File: src/rtl/linked_fifo_drain.sv
// Round-robin read engine for the multi-queue linked_fifo; streams tagged words downstream.
// Define LINKED_FIFO_DRAIN_STATS_EN to add per-queue saturating pop counters.
module linked_fifo_drain #(
    parameter int unsigned QUEUES     = 8,
    parameter int unsigned QW         = 3,
    parameter int unsigned DW         = 8,
    parameter int unsigned CW         = 3,
    parameter int unsigned LAT        = 1,
    parameter int unsigned OBUF_DEPTH = 4
) (
    input  logic                 clk,
    input  logic                 rst,
    input  logic [QUEUES-1:0]    queue_en,
    input  logic [QUEUES*CW-1:0] fifo_count,
    output logic                 fifo_pop,
    output logic [QW-1:0]        fifo_pop_fifo,
    input  logic [DW-1:0]        fifo_q,
    output logic                 out_valid,
    input  logic                 out_ready,
    output logic [DW-1:0]        out_data,
    output logic [QW-1:0]        out_queue,
    output logic                 busy
`ifdef LINKED_FIFO_DRAIN_STATS_EN
    ,
    input  logic [QW-1:0]        stat_sel,
    output logic [15:0]          stat_pops
`endif
);
    localparam int unsigned AW   = $clog2(OBUF_DEPTH);
    localparam int unsigned CNTW = AW + 1;

    logic [QUEUES-1:0] elig;
    logic              grant_found;
    logic [QW-1:0]     grant_id;
    logic [QW-1:0]     ptr_q;
    logic [QW-1:0]     last_id_q;
    logic [LAT-1:0]    pv_q;
    logic [QW-1:0]     pid_q    [LAT];
    logic [DW-1:0]     mem_data [OBUF_DEPTH];
    logic [QW-1:0]     mem_id   [OBUF_DEPTH];
    logic [AW-1:0]     wr_ptr_q, rd_ptr_q;
    logic [CNTW-1:0]   occ_q, occ_d, inflight, credit;
    logic              wr_en, rd_en;

    always_comb begin
        elig = '0;
        for (int i = 0; i < QUEUES; i++) begin
            elig[i] = queue_en[i] && (fifo_count[i*CW +: CW] != '0);
        end
    end

    // First eligible queue at or after the pointer; QUEUES is a power of 2 so the sum wraps.
    always_comb begin
        logic [QW-1:0] idx;
        grant_found = 1'b0;
        grant_id    = '0;
        idx         = '0;
        for (int unsigned k = 0; k < QUEUES; k++) begin
            idx = ptr_q + QW'(k);
            if (!grant_found && elig[idx]) begin
                grant_found = 1'b1;
                grant_id    = idx;
            end
        end
    end

    // Every in-flight pop owns a buffer slot, so a full buffer is never written.
    always_comb begin
        inflight = '0;
        for (int i = 0; i < LAT; i++) begin
            inflight = inflight + CNTW'(pv_q[i]);
        end
        credit = CNTW'(OBUF_DEPTH) - occ_q - inflight;
    end

    assign fifo_pop      = grant_found && (credit != '0);
    assign fifo_pop_fifo = fifo_pop ? grant_id : last_id_q;

    assign wr_en     = pv_q[LAT-1];
    assign out_valid = (occ_q != '0);
    assign rd_en     = out_valid && out_ready;
    assign occ_d     = occ_q + CNTW'(wr_en) - CNTW'(rd_en);
    assign out_data  = out_valid ? mem_data[rd_ptr_q] : '0;
    assign out_queue = out_valid ? mem_id[rd_ptr_q] : '0;
    assign busy      = (pv_q != '0) || out_valid;

    always_ff @(posedge clk or negedge rst) begin
        if (!rst) begin
            ptr_q     <= '0;
            last_id_q <= '0;
            pv_q      <= '0;
            for (int i = 0; i < LAT; i++) begin
                pid_q[i] <= '0;
            end
            wr_ptr_q  <= '0;
            rd_ptr_q  <= '0;
            occ_q     <= '0;
        end else begin
            if (fifo_pop) begin
                ptr_q     <= grant_id + QW'(1);
                last_id_q <= grant_id;
            end
            pv_q[0]  <= fifo_pop;
            pid_q[0] <= fifo_pop_fifo;
            for (int i = 1; i < LAT; i++) begin
                pv_q[i]  <= pv_q[i-1];
                pid_q[i] <= pid_q[i-1];
            end
            if (wr_en) begin
                wr_ptr_q <= wr_ptr_q + AW'(1);
            end
            if (rd_en) begin
                rd_ptr_q <= rd_ptr_q + AW'(1);
            end
            occ_q <= occ_d;
        end
    end

    // Storage needs no reset: entries are only read once written.
    always_ff @(posedge clk) begin
        if (wr_en) begin
            mem_data[wr_ptr_q] <= fifo_q;
            mem_id[wr_ptr_q]   <= pid_q[LAT-1];
        end
    end

`ifdef LINKED_FIFO_DRAIN_STATS_EN
    logic [15:0] stat_q [QUEUES];

    always_ff @(posedge clk or negedge rst) begin
        if (!rst) begin
            for (int i = 0; i < QUEUES; i++) begin
                stat_q[i] <= '0;
            end
        end else if (fifo_pop && (stat_q[grant_id] != 16'hFFFF)) begin
            stat_q[grant_id] <= stat_q[grant_id] + 16'd1;
        end
    end

    assign stat_pops = stat_q[stat_sel];
`endif

endmodule
File: config.mk
export PLATFORM = sky130hd
export DESIGN_NAME = linked_fifo_drain
export DESIGN_NICKNAME = d
export VERILOG_FILES = /design/src/rtl/linked_fifo_drain.sv
export SDC_FILE = /design/constraint.sdc
export NUM_CORES = 1
export LEC_CHECK = 0
export ABC_AREA = 1
export CAP_MARGIN = 20
export CORE_MARGIN = 2
export CORE_UTILIZATION = 50
export DETAILED_ROUTE_END_ITERATION = 6
export DONT_BUFFER_PORTS = 1
export PLACE_DENSITY = 0.71
export SYNTH_ARGS = -nofsm -noshare
export SYNTH_HDL_FRONTEND = slang
export SYNTH_SLANG_ARGS = --single-unit
File: constraint.sdc
create_clock -name clk -period 3.3 [get_ports clk]
set_input_delay 0.99 -clock clk [delete_from_list [all_inputs] [get_ports clk]]
set_output_delay 0.99 -clock clk [all_outputs]
set_load 0.1 [all_outputs]
# ---- Word level (Yosys, flattened, before mapping)
# Memory sizes are Yosys's and may differ from the RTL's.
# Cells that the tools add are included.
# Widths: inputs -> output; s select.
dict set report op_classes {
  addsub 14
  n_lt_le_gt_ge 8
  n_mux 37
  n_reduce_logical 35
}
# cell n
set ops {}
lappend ops {{$lt 3x4->1 const B} 8}
lappend ops {{$mux 3} 10}
lappend ops {{$reduce_bool 3->1} 10}
lappend ops {{$bmux 1 s3} 8}
lappend ops {{$mux 1} 18}
lappend ops {{$logic_and 1x1->1} 17}
lappend ops {{$add 3x3->3 const B} 4}
lappend ops {{$mux 8} 1}
lappend ops {{$logic_not 1->1} 7}
lappend ops {{$add 3x1->3 const B} 2}
lappend ops {{$add 3x2->3 const B} 2}
lappend ops {{$sub 3x1->3} 2}
lappend ops {{$add 2x1->2 const B} 2}
lappend ops {{$add 3x1->3} 1}
lappend ops {{$sub 3x3->3 const A} 1}
lappend ops {{$logic_or 1x1->1} 1}
dict set report word_totals {
  ff_bits 14
  ramBits 44
  inputBits 43
  out_inout_bits 17
  elab_cells 102
  memories 2
}
# memory depth width read_ports rd_clocked_by_memory_dff wr line
set memory_table {}
lappend memory_table {mem_data 4 8 1 0 1 39} ;# logic [DW-1:0] mem_data [OBUF_DEPTH];
lappend memory_table {mem_id 4 3 1 0 1 40} ;# logic [QW-1:0] mem_id [OBUF_DEPTH];

# ---- Longest topological paths before layout
dict set report logic_depth {
  ltp_word 28
  mapped_depth 24
  depth_no_buf 22
}

# ---- Worst setup path after synthesis
# OpenSTA, ideal clock, no wires.
dict set report synth_timing {
  kind {input to output}
  startpoint {in fifo_count[4]}
  endpoint {out fifo_pop_fifo[1]}
  arrival_time_ps 3135
  path_slack_ps -825
  path_stages 14
  n_path_buf 0
  path_cell_list {nor2_1 -> nand2_1 -> nand3_1 -> nand3_1 -> nand2_1 -> nor2_1 -> nor2_4 -> nand4_4 -> nor2_8 -> nand3_4 -> nand2_4 -> inv_2 -> nand3_1 -> nand2_1}
}
dict set report synth_between {
  elab_chain_len 28
  elab_cells_between_ends 50
}
# item line
set synth_lines {}
lappend synth_lines {{start, declared} 14} ;# input logic [QUEUES*CW-1:0] fifo_count,
lappend synth_lines {{$reduce_bool 3->1 *} 48} ;# elig[i] = queue_en[i] && (fifo_count[i*CW +: CW] != '0);
lappend synth_lines {{$logic_and 1x1->1 *} 48}
lappend synth_lines {{$bmux 1 s3} 60} ;# if (!grant_found && elig[idx]) begin
lappend synth_lines {{$mux 1 (not written as such)} 60}
lappend synth_lines {{$mux 1} 60}
lappend synth_lines {{$logic_not 1->1} 60}
lappend synth_lines {{$logic_and 1x1->1} 60}
lappend synth_lines {{$mux 1} 60}
lappend synth_lines {{(+13 left out)} --}
lappend synth_lines {{$logic_and 1x1->1} 60}
lappend synth_lines {{$mux 1} 60}
lappend synth_lines {{$logic_not 1->1} 60}
lappend synth_lines {{$logic_and 1x1->1} 60}
lappend synth_lines {{$mux 1 *} 60}
lappend synth_lines {{$logic_and 1x1->1 *} 76} ;# assign fifo_pop = grant_found && (credit != '0);
lappend synth_lines {{named net fifo_pop} 15} ;# output logic fifo_pop,
lappend synth_lines {{$mux 3 *} --}
lappend synth_lines {{end, declared} 16} ;# output logic [QW-1:0] fifo_pop_fifo,
# The timed path passes the listed nets; every way through them passes the cells marked *. The select of a mux whose other input is x is not followed.

# ---- Worst setup path after layout
dict set report layout_timing {
  startpoint {in fifo_count[19]}
  endpoint {out fifo_pop_fifo[1]}
}
dict set report layout_between {
  elab_chain_len 28
  elab_cells_between_ends 50
}
# item line
set layout_lines {}
lappend layout_lines {{$reduce_bool 3->1 *} 48}
lappend layout_lines {{$logic_and 1x1->1 *} 48}
lappend layout_lines {{$bmux 1 s3} 60}
lappend layout_lines {{$mux 1 (not written as such)} 60}
lappend layout_lines {{$mux 1} 60}
lappend layout_lines {{$logic_not 1->1} 60}
lappend layout_lines {{$logic_and 1x1->1} 60}
lappend layout_lines {{$mux 1} 60}
lappend layout_lines {{(+12 left out)} --}
lappend layout_lines {{$logic_not 1->1} 60}
lappend layout_lines {{$logic_and 1x1->1} 60}
lappend layout_lines {{$mux 1} 60}
lappend layout_lines {{$logic_not 1->1} 60}
lappend layout_lines {{$logic_and 1x1->1} 60}
lappend layout_lines {{$mux 1} 60}
lappend layout_lines {{$logic_and 1x1->1} 76}
lappend layout_lines {{$mux 3 *} --}
# Mark *: on every way between the ends. The rest lies on a longest branch, timed or not. The select of a mux whose other input is x is not followed.

==> out/results.ini <==
[status]
outcome=finished with violations
violations=setup timing

[sta]
worstMarginPinSlew_ns=0.728
post-route-worst-setup-slack_ns=-0.252
layout_min_cycle_time_ns=3.55
maximum_operating_frequency_mhz=281
clock_skew_after_layout_ns=0.00655
layout_worst_path_cycle_share=1.08
setup-violations-final=4
timing.final.hold_violations=0
number_of_max_slew_violations_in_the_final_report=0
max-slew-margin-rel=0.509
rsz0062_at_grt=yes

[clock_network]
clk-insertion-delay-late_ns=0.34
tritoncts=yes
clkSlewWorstSetupHoldPaths_ns=0.06
cts.sink_count=58
cts_max_path_buffers=2
cts_root_buf=sky130_fd_sc_hd__clkbuf_8
h_tree_levels=3
count_of_hold_buffers_inserted_by_post_cts_repair=0
cts_made_buffers=9

[die]
die-area_sq_um=7390
die_h_microns=86.0
number_of_i_o_pins=60
design.core.area_sq_um=6420
chipWidth_microns=86.0
initial_core_util=0.523
row_count=29

[logic_synthesis]
post_synth_instance_area_sq_um=3360
synth_area_per_cell_sq_um=8.98
yosys_warnings=0
share_of_synthesized_registers_carrying_an_async_set_or_reset=0.241
ys_types=36
synth_fp_nets=429
synth_ff_type=sky130_fd_sc_hd__edfxtp_1
ys_seq_area_frac=0.498
postSynthCellCount=374
synth-edff-count=44
yosys_register_bits=58

[global_route]
first_pass_grt_wire_length_microns=12000
grt_max_degree=24
grtUsageTotal=0.215
via_count_of_the_first_global_routing_pass=2603
grt_overflow_total=0
grt_antenna_before_repair=0

[hold_path]
hp-class=input port to asynchronous set/reset pin

[final_layout]
layout.core_utilization=0.721
post_route_cells_drive_above_1_share=0.404
num_antenna_cells=0
areaGrowthSynthToFinish_pct=38.0
layout.cell_area.non_filler_sq_um=4630
num-fill-cells=449
num-nets-final=474
final-instance-count-excl-fill=500

[worst_setup_path]
r2r_end=ptr_q[2]$_DFFE_PN0P_
critPathTopFamily=simple AND/OR/NAND/NOR gates
timing_worst_setup_path_type=input port to output port
cp_num_buf_inv=0
critical_path_peak_fanout=6
timing.reg2reg.worst_path_depth=22
critical_path.startpoint_type=input port
worstPathRequired_ns=2.31
r2r_slack_ns=0.47
crit_path_end_kind=output port
crit_path_max_incr_delay_ns=0.19
crit_chain=nor2_4 -> nand2_2 -> nand3_4 -> nand3_2 -> nand2_2 -> nor2_2 -> nor2_4 -> nand4_4 -> nor2_8 -> nand3_4 -> nand2_8 -> nand2_2 -> nand2_8
worstPathArrival_ns=2.56
cp_common_cell=sky130_fd_sc_hd__nand2_2
worstReg2RegStart=ptr_q[1]$_DFFE_PN0P_
timing.critical_path.slowest_stage_cell=sky130_fd_sc_hd__nor2_8

[placed_design]
post_detail_place_hpwl_microns=5130
placement.io_buffers=0
globalplace.congestion=0.885
number_of_cells_in_the_design_after_placement=477
detailed_place.area_sq_um=3990
pre_cts_slack_ns=-0.305

[routing]
drt_pass1_iterations=4
detail_route.wl_per_cell_microns=15.1
detail_route.vias_per_cell=5.32
detail-route-antenna-nets=0
initialDrtViolationCount=105
routed-via-count=2662
finalWirelength_microns=7530
drc_errors=0

[flow_run]
max-cap-violations=0

-- cell usage in the layout (no fill, tap or decap), types with 2 or more instances in the layout --
cell type / Yosys / layout
sky130_fd_sc_hd__ha_1: 11 / 9
sky130_fd_sc_hd__buf_4: 2 / 43
sky130_fd_sc_hd__nand3_1: 43 / 18
sky130_fd_sc_hd__inv_2: 2 / 3
sky130_fd_sc_hd__edfxtp_1: 44 / 44
sky130_fd_sc_hd__xor2_2: 1 / 2
sky130_fd_sc_hd__nand3_4: 2 / 26
sky130_fd_sc_hd__nand2_2: 2 / 16
sky130_fd_sc_hd__bufinv_16: 0 / 3
sky130_fd_sc_hd__o21ai_1: 2 / 3
sky130_fd_sc_hd__nand2_4: 2 / 8
sky130_fd_sc_hd__inv_4: 1 / 2
sky130_fd_sc_hd__clkbuf_8: 0 / 9
sky130_fd_sc_hd__nor2_1: 65 / 52
sky130_fd_sc_hd__xor2_1: 4 / 3
sky130_fd_sc_hd__nor2_4: 1 / 11
sky130_fd_sc_hd__nand2_1: 60 / 35
sky130_fd_sc_hd__a21oi_2: 0 / 11
sky130_fd_sc_hd__inv_1: 41 / 39
sky130_fd_sc_hd__dfrtp_1: 14 / 12
sky130_fd_sc_hd__nor2_8: 2 / 2
sky130_fd_sc_hd__nand3_2: 11 / 12
sky130_fd_sc_hd__o21ai_0: 29 / 28
sky130_fd_sc_hd__nor2_2: 2 / 5
sky130_fd_sc_hd__dfrtp_2: 0 / 2
sky130_fd_sc_hd__xnor2_1: 2 / 2
sky130_fd_sc_hd__nand2_8: 0 / 5
-- routing by layer --
layer  global-route usage  routed length, microns  share of wire
met5                    0                       0              0
met4               0.0909                     217          0.029
met3               0.0539                     420          0.056
met1                0.270                    3120           0.42
met2                0.353                    3760           0.50
-- how the worst max path moves through the flow --
| stage | start | endpoint | cells after the start |
|---|---|---|---|
| 2_1_floorplan | fifo_count[4] | fifo_pop_fifo[1] | 14 |
| 3_3_place_gp | fifo_count[16] | fifo_pop_fifo[2] | 14 |
| 3_5_place_dp | fifo_count[16] | fifo_pop_fifo[2] | 14 |
| 4_1_cts | fifo_count[16] | fifo_pop_fifo[2] | 14 |
| 5_1_grt | fifo_count[19] | fifo_pop_fifo[0] | 13 |
| 6_report | fifo_count[19] | fifo_pop_fifo[1] | 13 |
-- registers in the layout, summed over array words and instances, names as in the netlist --
register	cells
rd_ptr_q	2
occ_q	3
pid_q	3
mem_id	12
mem_data	32
pv_q	1
wr_ptr_q	2
ptr_q	3
-- cell usage after synthesis, types with 2 or more instances --
cell type	count	area (sq um)
sky130_fd_sc_hd__buf_4	2	15.0
sky130_fd_sc_hd__nand2_1	60	225
sky130_fd_sc_hd__nor2_2	2	12.5
sky130_fd_sc_hd__nor2_8	2	40.0
sky130_fd_sc_hd__inv_1	41	154
sky130_fd_sc_hd__xor2_1	4	35.0
sky130_fd_sc_hd__nand3_1	43	215
sky130_fd_sc_hd__nand3_2	11	110
sky130_fd_sc_hd__nor2_1	65	244
sky130_fd_sc_hd__nand2_2	2	12.5
sky130_fd_sc_hd__nand2_4	2	22.5
sky130_fd_sc_hd__a21oi_1	11	55.1
sky130_fd_sc_hd__xnor2_1	2	17.5
sky130_fd_sc_hd__buf_6	2	22.5
sky130_fd_sc_hd__inv_2	2	7.51
sky130_fd_sc_hd__nand3_4	2	35.0
sky130_fd_sc_hd__dfrtp_1	14	350
sky130_fd_sc_hd__edfxtp_1	44	1320
sky130_fd_sc_hd__ha_1	11	138
sky130_fd_sc_hd__o21ai_1	2	10.0
sky130_fd_sc_hd__o21ai_0	29	145
sky130_fd_sc_hd__clkbuf_1	7	26.3
-- final cells by class --
type,count,area [sq um],area share
clock buffer,9,124,0.0267
tap,77,96.3,0.0208
sequential,58,1670,0.361
inverter,45,190,0.0410
timing repair buffer,46,377,0.0813
multi-input combinational,259,2070,0.446
clock inverter,6,106,0.0230
-- what timing repair did --
action / in CTS / in global routing
cloned: 0 / 0
endpoints found under the setup margin: 4 / 4
pin swaps: 22 / 21
resized for setup: 32 / 40
buffers inserted: 6 / 3
endpoints found under the hold margin: 0 / 0
-- cell families after synthesis --
kind of cell | Yosys count | synth area share
DFF | 58 | 0.498
buffers and inverters | 57 | 0.0712
xor gates and xnor gates | 7 | 0.0205
and+or+nand+nor | 194 | 0.288
AOI/OAI and AO/OA | 46 | 0.0753
adders and majority gates | 12 | 0.0469
-- metrics by stage --
step / hold slack, ns / TNS, ns
after floorplan: 0.477 / -0.487
final: 0.341 / -0.915
after global placement: 0.524 / -0.920
after global routing: 0.321 / -1.32
after detailed placement: 0.534 / -1.05
after CTS: 0.325 / -0.779
Power is not shown: default switching activity piles up to over one toggle a cycle in this logic, so the estimate is an artifact.
